File: config.mk
export PLATFORM = sky130hd
export DESIGN_NAME = rvfi_collector
export DESIGN_NICKNAME = d
export VERILOG_FILES = /design/src/rtl/rvfi_collector.sv
export SDC_FILE = /design/constraint.sdc
export NUM_CORES = 2
export LEC_CHECK = 0
export CORE_MARGIN = 2
export CORE_UTILIZATION = 53
export CTS_CLUSTER_SIZE = 14
export DETAILED_ROUTE_END_ITERATION = 10
export GPL_ROUTABILITY_DRIVEN = 1
export PLACE_DENSITY = 0.77
export SLEW_MARGIN = 20
export SYNTH_ARGS = -nofsm -noshare
export SYNTH_HDL_FRONTEND = slang
export SYNTH_SLANG_ARGS = --single-unit
File: constraint.sdc
create_clock -name rvfi_ext_clk -period 21.7 [get_ports rvfi_ext_clk]
set_clock_uncertainty 0.1 [all_clocks]
set_input_delay 3.255 -clock rvfi_ext_clk [delete_from_list [all_inputs] [get_ports rvfi_ext_clk]]
set_output_delay 3.255 -clock rvfi_ext_clk [all_outputs]
set_load 0.01 [all_outputs]
File: src/rtl/rvfi_collector.sv
// rvfi_collector: collects retired instructions into an in-order queue.
// Loads retired before their data has returned wait in the queue until
// ld_valid arrives. Complete head entries are emitted as registered RVFI
// packets, one per cycle, in retire order.
// Optional feature macro: RVFI_COLLECTOR_INTR_EN. When it is defined,
// rvfi_intr marks the first packet after a packet with rvfi_trap set.
module rvfi_collector #(
  parameter int DEPTH = 4
) (
  input  logic        rvfi_ext_clk,
  input  logic        rvfi_ext_reset_n,
  input  logic        ret_valid,
  output logic        ret_ready,
  input  logic [31:0] ret_insn,
  input  logic        ret_trap,
  input  logic        ret_halt,
  input  logic [1:0]  ret_mode,
  input  logic [4:0]  ret_rs1_addr,
  input  logic [4:0]  ret_rs2_addr,
  input  logic [4:0]  ret_rd_addr,
  input  logic [31:0] ret_rs1_rdata,
  input  logic [31:0] ret_rs2_rdata,
  input  logic [31:0] ret_rd_wdata,
  input  logic [31:0] ret_pc_rdata,
  input  logic [31:0] ret_pc_wdata,
  input  logic [31:0] ret_mem_addr,
  input  logic [31:0] ret_mem_wdata,
  input  logic [3:0]  ret_mem_rmask,
  input  logic [3:0]  ret_mem_wmask,
  input  logic        ret_ld_pending,
  input  logic        ld_valid,
  input  logic [31:0] ld_mem_rdata,
  input  logic [31:0] ld_rd_wdata,
  output logic        rvfi_valid,
  output logic [63:0] rvfi_order,
  output logic [31:0] rvfi_insn,
  output logic        rvfi_trap,
  output logic        rvfi_halt,
  output logic        rvfi_intr,
  output logic [1:0]  rvfi_mode,
  output logic [1:0]  rvfi_ixl,
  output logic [4:0]  rvfi_rs1_addr,
  output logic [4:0]  rvfi_rs2_addr,
  output logic [4:0]  rvfi_rd_addr,
  output logic [31:0] rvfi_rs1_rdata,
  output logic [31:0] rvfi_rs2_rdata,
  output logic [31:0] rvfi_rd_wdata,
  output logic [31:0] rvfi_pc_rdata,
  output logic [31:0] rvfi_pc_wdata,
  output logic [31:0] rvfi_mem_addr,
  output logic [3:0]  rvfi_mem_rmask,
  output logic [3:0]  rvfi_mem_wmask,
  output logic [31:0] rvfi_mem_rdata,
  output logic [31:0] rvfi_mem_wdata,
  output logic        proto_err
);

  localparam int PTR_W = (DEPTH > 1) ? $clog2(DEPTH) : 1;
  localparam int CNT_W = PTR_W + 1;

  typedef struct packed {
    logic [31:0] insn;
    logic        trap;
    logic        halt;
    logic [1:0]  mode;
    logic [4:0]  rs1Addr;
    logic [4:0]  rs2Addr;
    logic [4:0]  rdAddr;
    logic [31:0] rs1Rdata;
    logic [31:0] rs2Rdata;
    logic [31:0] rdWdata;
    logic [31:0] pcRdata;
    logic [31:0] pcWdata;
    logic [31:0] memAddr;
    logic [3:0]  memRmask;
    logic [3:0]  memWmask;
    logic [31:0] memRdata;
    logic [31:0] memWdata;
  } entry_t;

  entry_t             entryMem_q [DEPTH];
  logic [DEPTH-1:0]   complete_q, complete_d;
  logic [PTR_W-1:0]   headPtr_q, headPtr_d;
  logic [PTR_W-1:0]   tailPtr_q, tailPtr_d;
  logic [CNT_W-1:0]   count_q, count_d;
  logic [63:0]        orderCnt_q, orderCnt_d;
  logic               protoErr_q, protoErr_d;
  logic               valid_q;
  logic [63:0]        outOrder_q;
  entry_t             out_q;

  logic               accept;
  entry_t             inEntry;
  logic               inComplete;
  logic               ldHit;
  logic [PTR_W-1:0]   ldIdx;
  logic [PTR_W-1:0]   scanIdx;
  logic               ldToQueue;
  logic               ldToIn;
  logic               ldBad;
  entry_t             headView;
  logic               emit;

  // Ready depends only on the registered occupancy so it never waits on a same-cycle emission.
  assign ret_ready = (count_q != CNT_W'(DEPTH));

  // Route load data, build the incoming entry and decide what the head presents this cycle.
  always_comb begin
    accept = ret_valid && ret_ready;

    inEntry.insn     = ret_insn;
    inEntry.trap     = ret_trap;
    inEntry.halt     = ret_halt;
    inEntry.mode     = ret_mode;
    inEntry.rs1Addr  = ret_rs1_addr;
    inEntry.rs2Addr  = ret_rs2_addr;
    inEntry.rdAddr   = ret_rd_addr;
    inEntry.rs1Rdata = ret_rs1_rdata;
    inEntry.rs2Rdata = ret_rs2_rdata;
    inEntry.rdWdata  = ret_rd_wdata;
    inEntry.pcRdata  = ret_pc_rdata;
    inEntry.pcWdata  = ret_pc_wdata;
    inEntry.memAddr  = ret_mem_addr;
    inEntry.memRmask = ret_mem_rmask;
    inEntry.memWmask = ret_mem_wmask;
    inEntry.memRdata = 32'd0;
    inEntry.memWdata = ret_mem_wdata;
    inComplete       = !ret_ld_pending;

    ldHit   = 1'b0;
    ldIdx   = '0;
    scanIdx = '0;
    for (int i = 0; i < DEPTH; i++) begin
      scanIdx = headPtr_q + PTR_W'(i);
      if (!ldHit && (CNT_W'(i) < count_q) && !complete_q[scanIdx]) begin
        ldHit = 1'b1;
        ldIdx = scanIdx;
      end
    end

    ldToQueue = ld_valid && ldHit;
    ldToIn    = ld_valid && !ldHit && accept && ret_ld_pending;
    ldBad     = ld_valid && !ldToQueue && !ldToIn;

    if (ldToIn) begin
      inEntry.rdWdata  = ld_rd_wdata;
      inEntry.memRdata = ld_mem_rdata;
      inComplete       = 1'b1;
    end

    if (count_q == '0) begin
      headView = inEntry;
      emit     = accept && inComplete;
    end else begin
      headView = entryMem_q[headPtr_q];
      emit     = complete_q[headPtr_q];
      if (ldToQueue && (ldIdx == headPtr_q)) begin
        headView.rdWdata  = ld_rd_wdata;
        headView.memRdata = ld_mem_rdata;
        emit              = 1'b1;
      end
    end
  end

  // Next-state for pointers, occupancy, completion flags, order counter and error flag.
  always_comb begin
    headPtr_d  = headPtr_q;
    tailPtr_d  = tailPtr_q;
    count_d    = count_q;
    complete_d = complete_q;
    orderCnt_d = orderCnt_q;
    protoErr_d = protoErr_q | ldBad;

    if (accept) begin
      tailPtr_d           = tailPtr_q + PTR_W'(1);
      complete_d[tailPtr_q] = inComplete;
    end
    if (ldToQueue) begin
      complete_d[ldIdx] = 1'b1;
    end
    if (emit) begin
      headPtr_d  = headPtr_q + PTR_W'(1);
      orderCnt_d = orderCnt_q + 64'd1;
    end
    if (accept && !emit) begin
      count_d = count_q + CNT_W'(1);
    end else if (!accept && emit) begin
      count_d = count_q - CNT_W'(1);
    end
  end

  // Queue control state and the registered packet outputs; reset flushes everything.
  always_ff @(posedge rvfi_ext_clk or negedge rvfi_ext_reset_n) begin
    if (!rvfi_ext_reset_n) begin
      headPtr_q  <= '0;
      tailPtr_q  <= '0;
      count_q    <= '0;
      complete_q <= '0;
      orderCnt_q <= 64'd0;
      protoErr_q <= 1'b0;
      valid_q    <= 1'b0;
      outOrder_q <= 64'd0;
      out_q      <= '0;
    end else begin
      headPtr_q  <= headPtr_d;
      tailPtr_q  <= tailPtr_d;
      count_q    <= count_d;
      complete_q <= complete_d;
      orderCnt_q <= orderCnt_d;
      protoErr_q <= protoErr_d;
      valid_q    <= emit;
      if (emit) begin
        out_q      <= headView;
        outOrder_q <= orderCnt_q;
      end
    end
  end

  // Entry payload storage; stale slots are harmless because the occupancy count guards them.
  always_ff @(posedge rvfi_ext_clk) begin
    if (accept) begin
      entryMem_q[tailPtr_q] <= inEntry;
    end
    if (ldToQueue) begin
      entryMem_q[ldIdx].rdWdata  <= ld_rd_wdata;
      entryMem_q[ldIdx].memRdata <= ld_mem_rdata;
    end
  end

`ifdef RVFI_COLLECTOR_INTR_EN
  logic lastTrap_q;
  logic intr_q;

  // Remember whether the previous packet trapped so the next packet is flagged as an interrupt entry.
  always_ff @(posedge rvfi_ext_clk or negedge rvfi_ext_reset_n) begin
    if (!rvfi_ext_reset_n) begin
      lastTrap_q <= 1'b0;
      intr_q     <= 1'b0;
    end else if (emit) begin
      intr_q     <= lastTrap_q;
      lastTrap_q <= headView.trap;
    end
  end

  assign rvfi_intr = intr_q;
`else
  assign rvfi_intr = 1'b0;
`endif

  assign rvfi_valid     = valid_q;
  assign rvfi_order     = outOrder_q;
  assign rvfi_insn      = out_q.insn;
  assign rvfi_trap      = out_q.trap;
  assign rvfi_halt      = out_q.halt;
  assign rvfi_mode      = out_q.mode;
  assign rvfi_ixl       = 2'b01;
  assign rvfi_rs1_addr  = out_q.rs1Addr;
  assign rvfi_rs2_addr  = out_q.rs2Addr;
  assign rvfi_rd_addr   = out_q.rdAddr;
  assign rvfi_rs1_rdata = out_q.rs1Rdata;
  assign rvfi_rs2_rdata = out_q.rs2Rdata;
  assign rvfi_rd_wdata  = out_q.rdWdata;
  assign rvfi_pc_rdata  = out_q.pcRdata;
  assign rvfi_pc_wdata  = out_q.pcWdata;
  assign rvfi_mem_addr  = out_q.memAddr;
  assign rvfi_mem_rmask = out_q.memRmask;
  assign rvfi_mem_wmask = out_q.memWmask;
  assign rvfi_mem_rdata = out_q.memRdata;
  assign rvfi_mem_wdata = out_q.memWdata;
  assign proto_err      = protoErr_q;

endmodule

Yosys cells after proc, flatten, opt, wreduce, memory -nomap -nowiden
Memory sizes are Yosys's and may differ from the RTL's.
Index checks and enable logic that the tools add are counted.
- $add $sub $neg: 7
- multipliers: 0
- div/mod/pow operators: 0
- $lt $le $gt $ge: 12
- equality and inequality tests: 2
- shifts and indexed selects: 0
- mux-type cells: 37
- bitwise logic cells: 2
- reductions and logical operators: 35
- operators with widths (kind ; number):
    315-bit 2-to-1 mux ; 1
    32-bit 2-to-1 mux ; 4
    64-bit by 1-bit adder with 64-bit output (second input constant) ; 1
    1-bit logical AND ; 20
    2-bit by 3-bit < comparator with 1-bit output (second input constant) ; 6
    1-bit 2-to-1 mux ; 17
    1-bit zero test ; 13
    1-bit binary-select mux with 2-bit select ; 4
    2-bit 2-to-1 mux ; 4
    4-bit 2-to-1 mux ; 2
    1-bit by 3-bit < comparator with 1-bit output (first input constant) ; 2
    2-bit by 3-bit < comparator with 1-bit output (first input constant) ; 2
    3-bit 2-to-1 mux ; 2
    2-bit by 1-bit adder with 2-bit output (second input constant) ; 2
    2-bit adder (second input constant) ; 2
    4-bit bitwise mux ; 1
    1-bit demux with 2-bit select ; 2
    2-bit by 1-bit greater-or-equal comparator with 1-bit output (second input constant) ; 2
    4-bit bitwise OR ; 1
    3-bit by 1-bit adder with 3-bit output (second input constant) ; 1
    3-bit zero test ; 1
    3-bit != test (second input constant) ; 1
    3-bit by 1-bit subtractor with 3-bit output (second input constant) ; 1
    2-bit == test ; 1
    other kinds (2) ; 2
- flip-flop bits (word level): 456
- latch bits: 0
- bits in writable memories: 1260
- bits in read-only memories: 0
- input bits: 352
- logic and storage cells: 121
- memories kept: 1
- memory list (name ; depth ; width ; read ports ; clocked after memory_dff ; write ports ; RTL line ; RTL):
    entryMem_q ; 4 ; 315 ; 1 ; 0 ; 2 ; 81 ; entry_t entryMem_q [DEPTH];

Depth between registers and ports, before layout
- depth after elaboration: 27
- mapped depth: 13
- mapped depth without buffers: 11

Worst setup path after synthesis
Ideal clock, no wire load.
- path kind: input-to-reg
- start: in ret_valid
- end: mem entryMem_q[1][171] (netlist bit), data pin
- setup time: 132 ps
- arrival time: 9849 ps
- data required time: 21468 ps
- setup slack: 11619 ps
- cell stages on the path: 8
- path through: and2_1 clkbuf_1 nand2_1 inv_1 and3_1 clkbuf_1 buf_2 a22o_1
- RTL lines (item ; RTL line ; RTL):
    start: declaration ; 12 ; input logic ret_valid,
    end: declaration ; 81 ;

==> out/qor.yml <==
status: "completed"
ir_drop_mv: 0.214
ys_warn_count: 0
syn_area_sq_um: 68500
vias: 42200
arrival_ns: 7.60
grt_usage_pct: 26.9
slew-limit-headroom_pct: 25.3
grt_start_max_net_pins: 195
syn_inst: 4373
cts_sinks: 1716
p_leak_nw: 29.5
period_needed_ns: 7.30
pin_count: 737
yosysSeqAreaShare_pct: 71.9
cp_slowest_cell: "buf_4"
die_area_sq_um: 132000
die_h_um: 363
crit_fanout: 90
worstPathRequired_ns: 22.00
place_congestion: 0.825
p_per_area_nw_per_um2: 159
fmax_mhz: 137
synthArstFlopShare_pct: 26.6
final_area_sq_um: 82800
dp_hpwl_mm: 103
finalMaxSlewViolations: 0
r2r_cells: 11
cap_violations: 0
timing.critical_path.mode_cell: "buf_4"
num_rows: 131
setup_viol: 0
worstPathCellList: "clkdlybuf4s50_1 -> and2_1 -> nand2_1 -> inv_8 -> buf_4 -> buf_4 -> buf_4"
criticalPathCategory: "in -> reg"
antenna_found_initial: 58
io_buffers: 733
r2r_slack_ns: 16.01
timing.hold.ws_ns: 0.375
grt_pass1_wl_mm: 267
cts.path.max_buffers: 3
yosysTopAreaCellShare_pct: 55.3
setup_tns_ns: 0
hold_buffers: 0
hold_end: "orderCnt_q[63]"
drc_errors: 0
synth_edf_count: 1260
vias_per_cell: 6.12
synth_seq_cells: 1716
clk_latency_ns: 0.78
finalHoldViolCount: 0
crit_buf_inv: 5
cts.clk_slew.worst_paths_ns: 0.06
ff_latch_area_sq_um: 49300
wirelength_mm: 179
cts_setup_buffers: 0
endpoint_kind: "register"
syn2layout_area_growth_pct: 20.9
timing.rr.start: "headPtr_q[0]"
h-tree-depth: 4
grt_pass1_vias: 42500
multi_input_area_sq_um: 18000
cts_resized: 0
final_common_cell: "edfxtp_1"
min_path_type: "reg -> reg"
ant_nets: 0
r2r-end: "rvfi_rd_addr[4]"
overflow: 0
rsz0062_at_grt: "false"
initialDrtViolationCount: 4473
yosys.cell_types.count: 55
synthFlopType: "edfxtp_1"
yosysTopAreaCell: "edfxtp_1"
max_stage_delay_ns: 0.92
drt-pass1-iter-count: 5
core_sq_um: 128000
hp-start: "orderCnt_q[63]"
post_dp_cell_area_sq_um: 77200
worst_pin_slew_ns: 1.12
nets: 5401
synth_area_leaders: "edfxtp_1 55%, dfrtp_1 17%, mux4_2 10%"
setup_slack_ns: 14.40
num-fill-cells: 8710
cp_top_family: "buffers and inverters"
cts_tree: "done"
period_share_pct: 33.6
numCtsBuffers: 168
crit_path_start_kind: "input port"
start_util_pct: 53.6
hold_path_depth: 1
post-place-ws_ns: 13.52
root_buffer: "clkbuf_16"
syn_area_per_cell_sq_um: 15.7
final_cell_mix: "1260 x edfxtp_1, 798 x nand2_1, 732 x clkdlybuf4s50_1, 454 x dfrtp_1, 317 x mux4_2"
die_w_um: 363
wire_per_inst_um: 26.0
drive_gt1_share_pct: 12.5
cells by family after synthesis:
family,after synthesis,synth area share [%]
simple gates,1372,8.45
buf+inv,309,1.96
compound gates,540,5.60
fa+ha+maj,10,0.183
other cells,2,0.0110
xor+xnor,69,0.883
flops,1716,71.9
mux,355,11.0
registers in the layout, indices dropped and copies added (netlist names), 3 cells and up:
name            count
complete_q          4
rvfi_rs1_addr       5
rvfi_mem_wmask      4
rvfi_rs1_rdata     32
rvfi_rs2_rdata     32
rvfi_rd_wdata      32
rvfi_mem_rdata     32
entryMem_q       1260
rvfi_pc_rdata      32
rvfi_pc_wdata      32
orderCnt_q         64
rvfi_mem_addr      32
rvfi_mem_rmask      4
rvfi_rs2_addr       5
rvfi_order         64
rvfi_mem_wdata     32
rvfi_insn          32
rvfi_rd_addr        5
count_q             3
per-layer routing:
layer	wire, um	GRT usage [%]	share of wire [%]	vias to the layer above
met5	293	0	0.16	-
li1	-	-	-	18000
met3	16600	6.74	9.2	396
met1	68100	35.5	38	21700
met2	86800	42.5	48	2058
met4	7430	12.2	4.1	42
report_power, final:
part | internal, mW | total (mW) | switching, mW
combinational | 2.11 | 5.04 | 2.92
clock | 1.64 | 2.89 | 1.25
sequential | 4.76 | 5.22 | 0.462
worst max path at each step:
stage                    from                  to  depth (start not counted)
floorplan           ret_valid  entryMem_q[1][171]                          8
global placement    ret_valid  entryMem_q[3][266]                          7
detailed placement  ret_valid  entryMem_q[3][158]                          7
CTS                 ret_valid  entryMem_q[3][112]                          7
global route        ret_valid  entryMem_q[3][112]                          7
finish              ret_valid  entryMem_q[3][112]                          7
metrics by stage:
step / power [mW] / utilization (%) / std cells
2_1_floorplan: 8.39 / - / 4374
3_3_place_gp: 10.1 / 60.4 / 6530
3_5_place_dp: 10.3 / 60.4 / 6530
4_1_cts: 13.2 / 64.7 / 6847
5_1_grt: 13.8 / 64.8 / 6884
6_report: 13.1 / 64.8 / 6891
cell type report:
| class | instances | area share, % |
|---|---|---|
| diodes | 43 | 0.130 |
| clock buffers | 248 | 5.77 |
| clock inverters | 69 | 0.842 |
| inverters | 17 | 0.122 |
| multi-input cells | 2349 | 21.7 |
| flip-flops and latches | 1716 | 59.5 |
| well taps | 1662 | 2.51 |
| repair buffers | 787 | 9.43 |
synthesized netlist by cell type, types with 10 or more instances:
| cell | count |
|---|---|
| edfxtp_1 | 1260 |
| nand2_1 | 804 |
| dfrtp_1 | 456 |
| mux4_2 | 317 |
| nor2_1 | 302 |
| a31oi_1 | 285 |
| buf_2 | 131 |
| and2_1 | 130 |
| clkbuf_1 | 130 |
| a22o_1 | 128 |
| o21ai_0 | 39 |
| xor2_1 | 36 |
| nand3_1 | 35 |
| mux2i_1 | 34 |
| xnor2_1 | 33 |
| a22oi_1 | 32 |
| o221ai_1 | 32 |
| buf_1 | 27 |
| nor3_1 | 24 |
| and3_1 | 20 |
| nand4_1 | 17 |
| inv_1 | 16 |
| nor4_1 | 16 |
| ha_1 | 10 |
worst register-to-register path, stage by stage (launching register included):
cell	delay [ns]
dfrtp_4	0.84
buf_4	0.72
mux4_2	0.40
nor2_1	0.07
and3b_1	0.29
and2_4	0.19
o211ai_4	0.15
inv_8	0.58
buf_12	0.71
buf_4	1.01
nor2_1	0.30
a31oi_1	0.26
(Power assumes the default switching activity.)
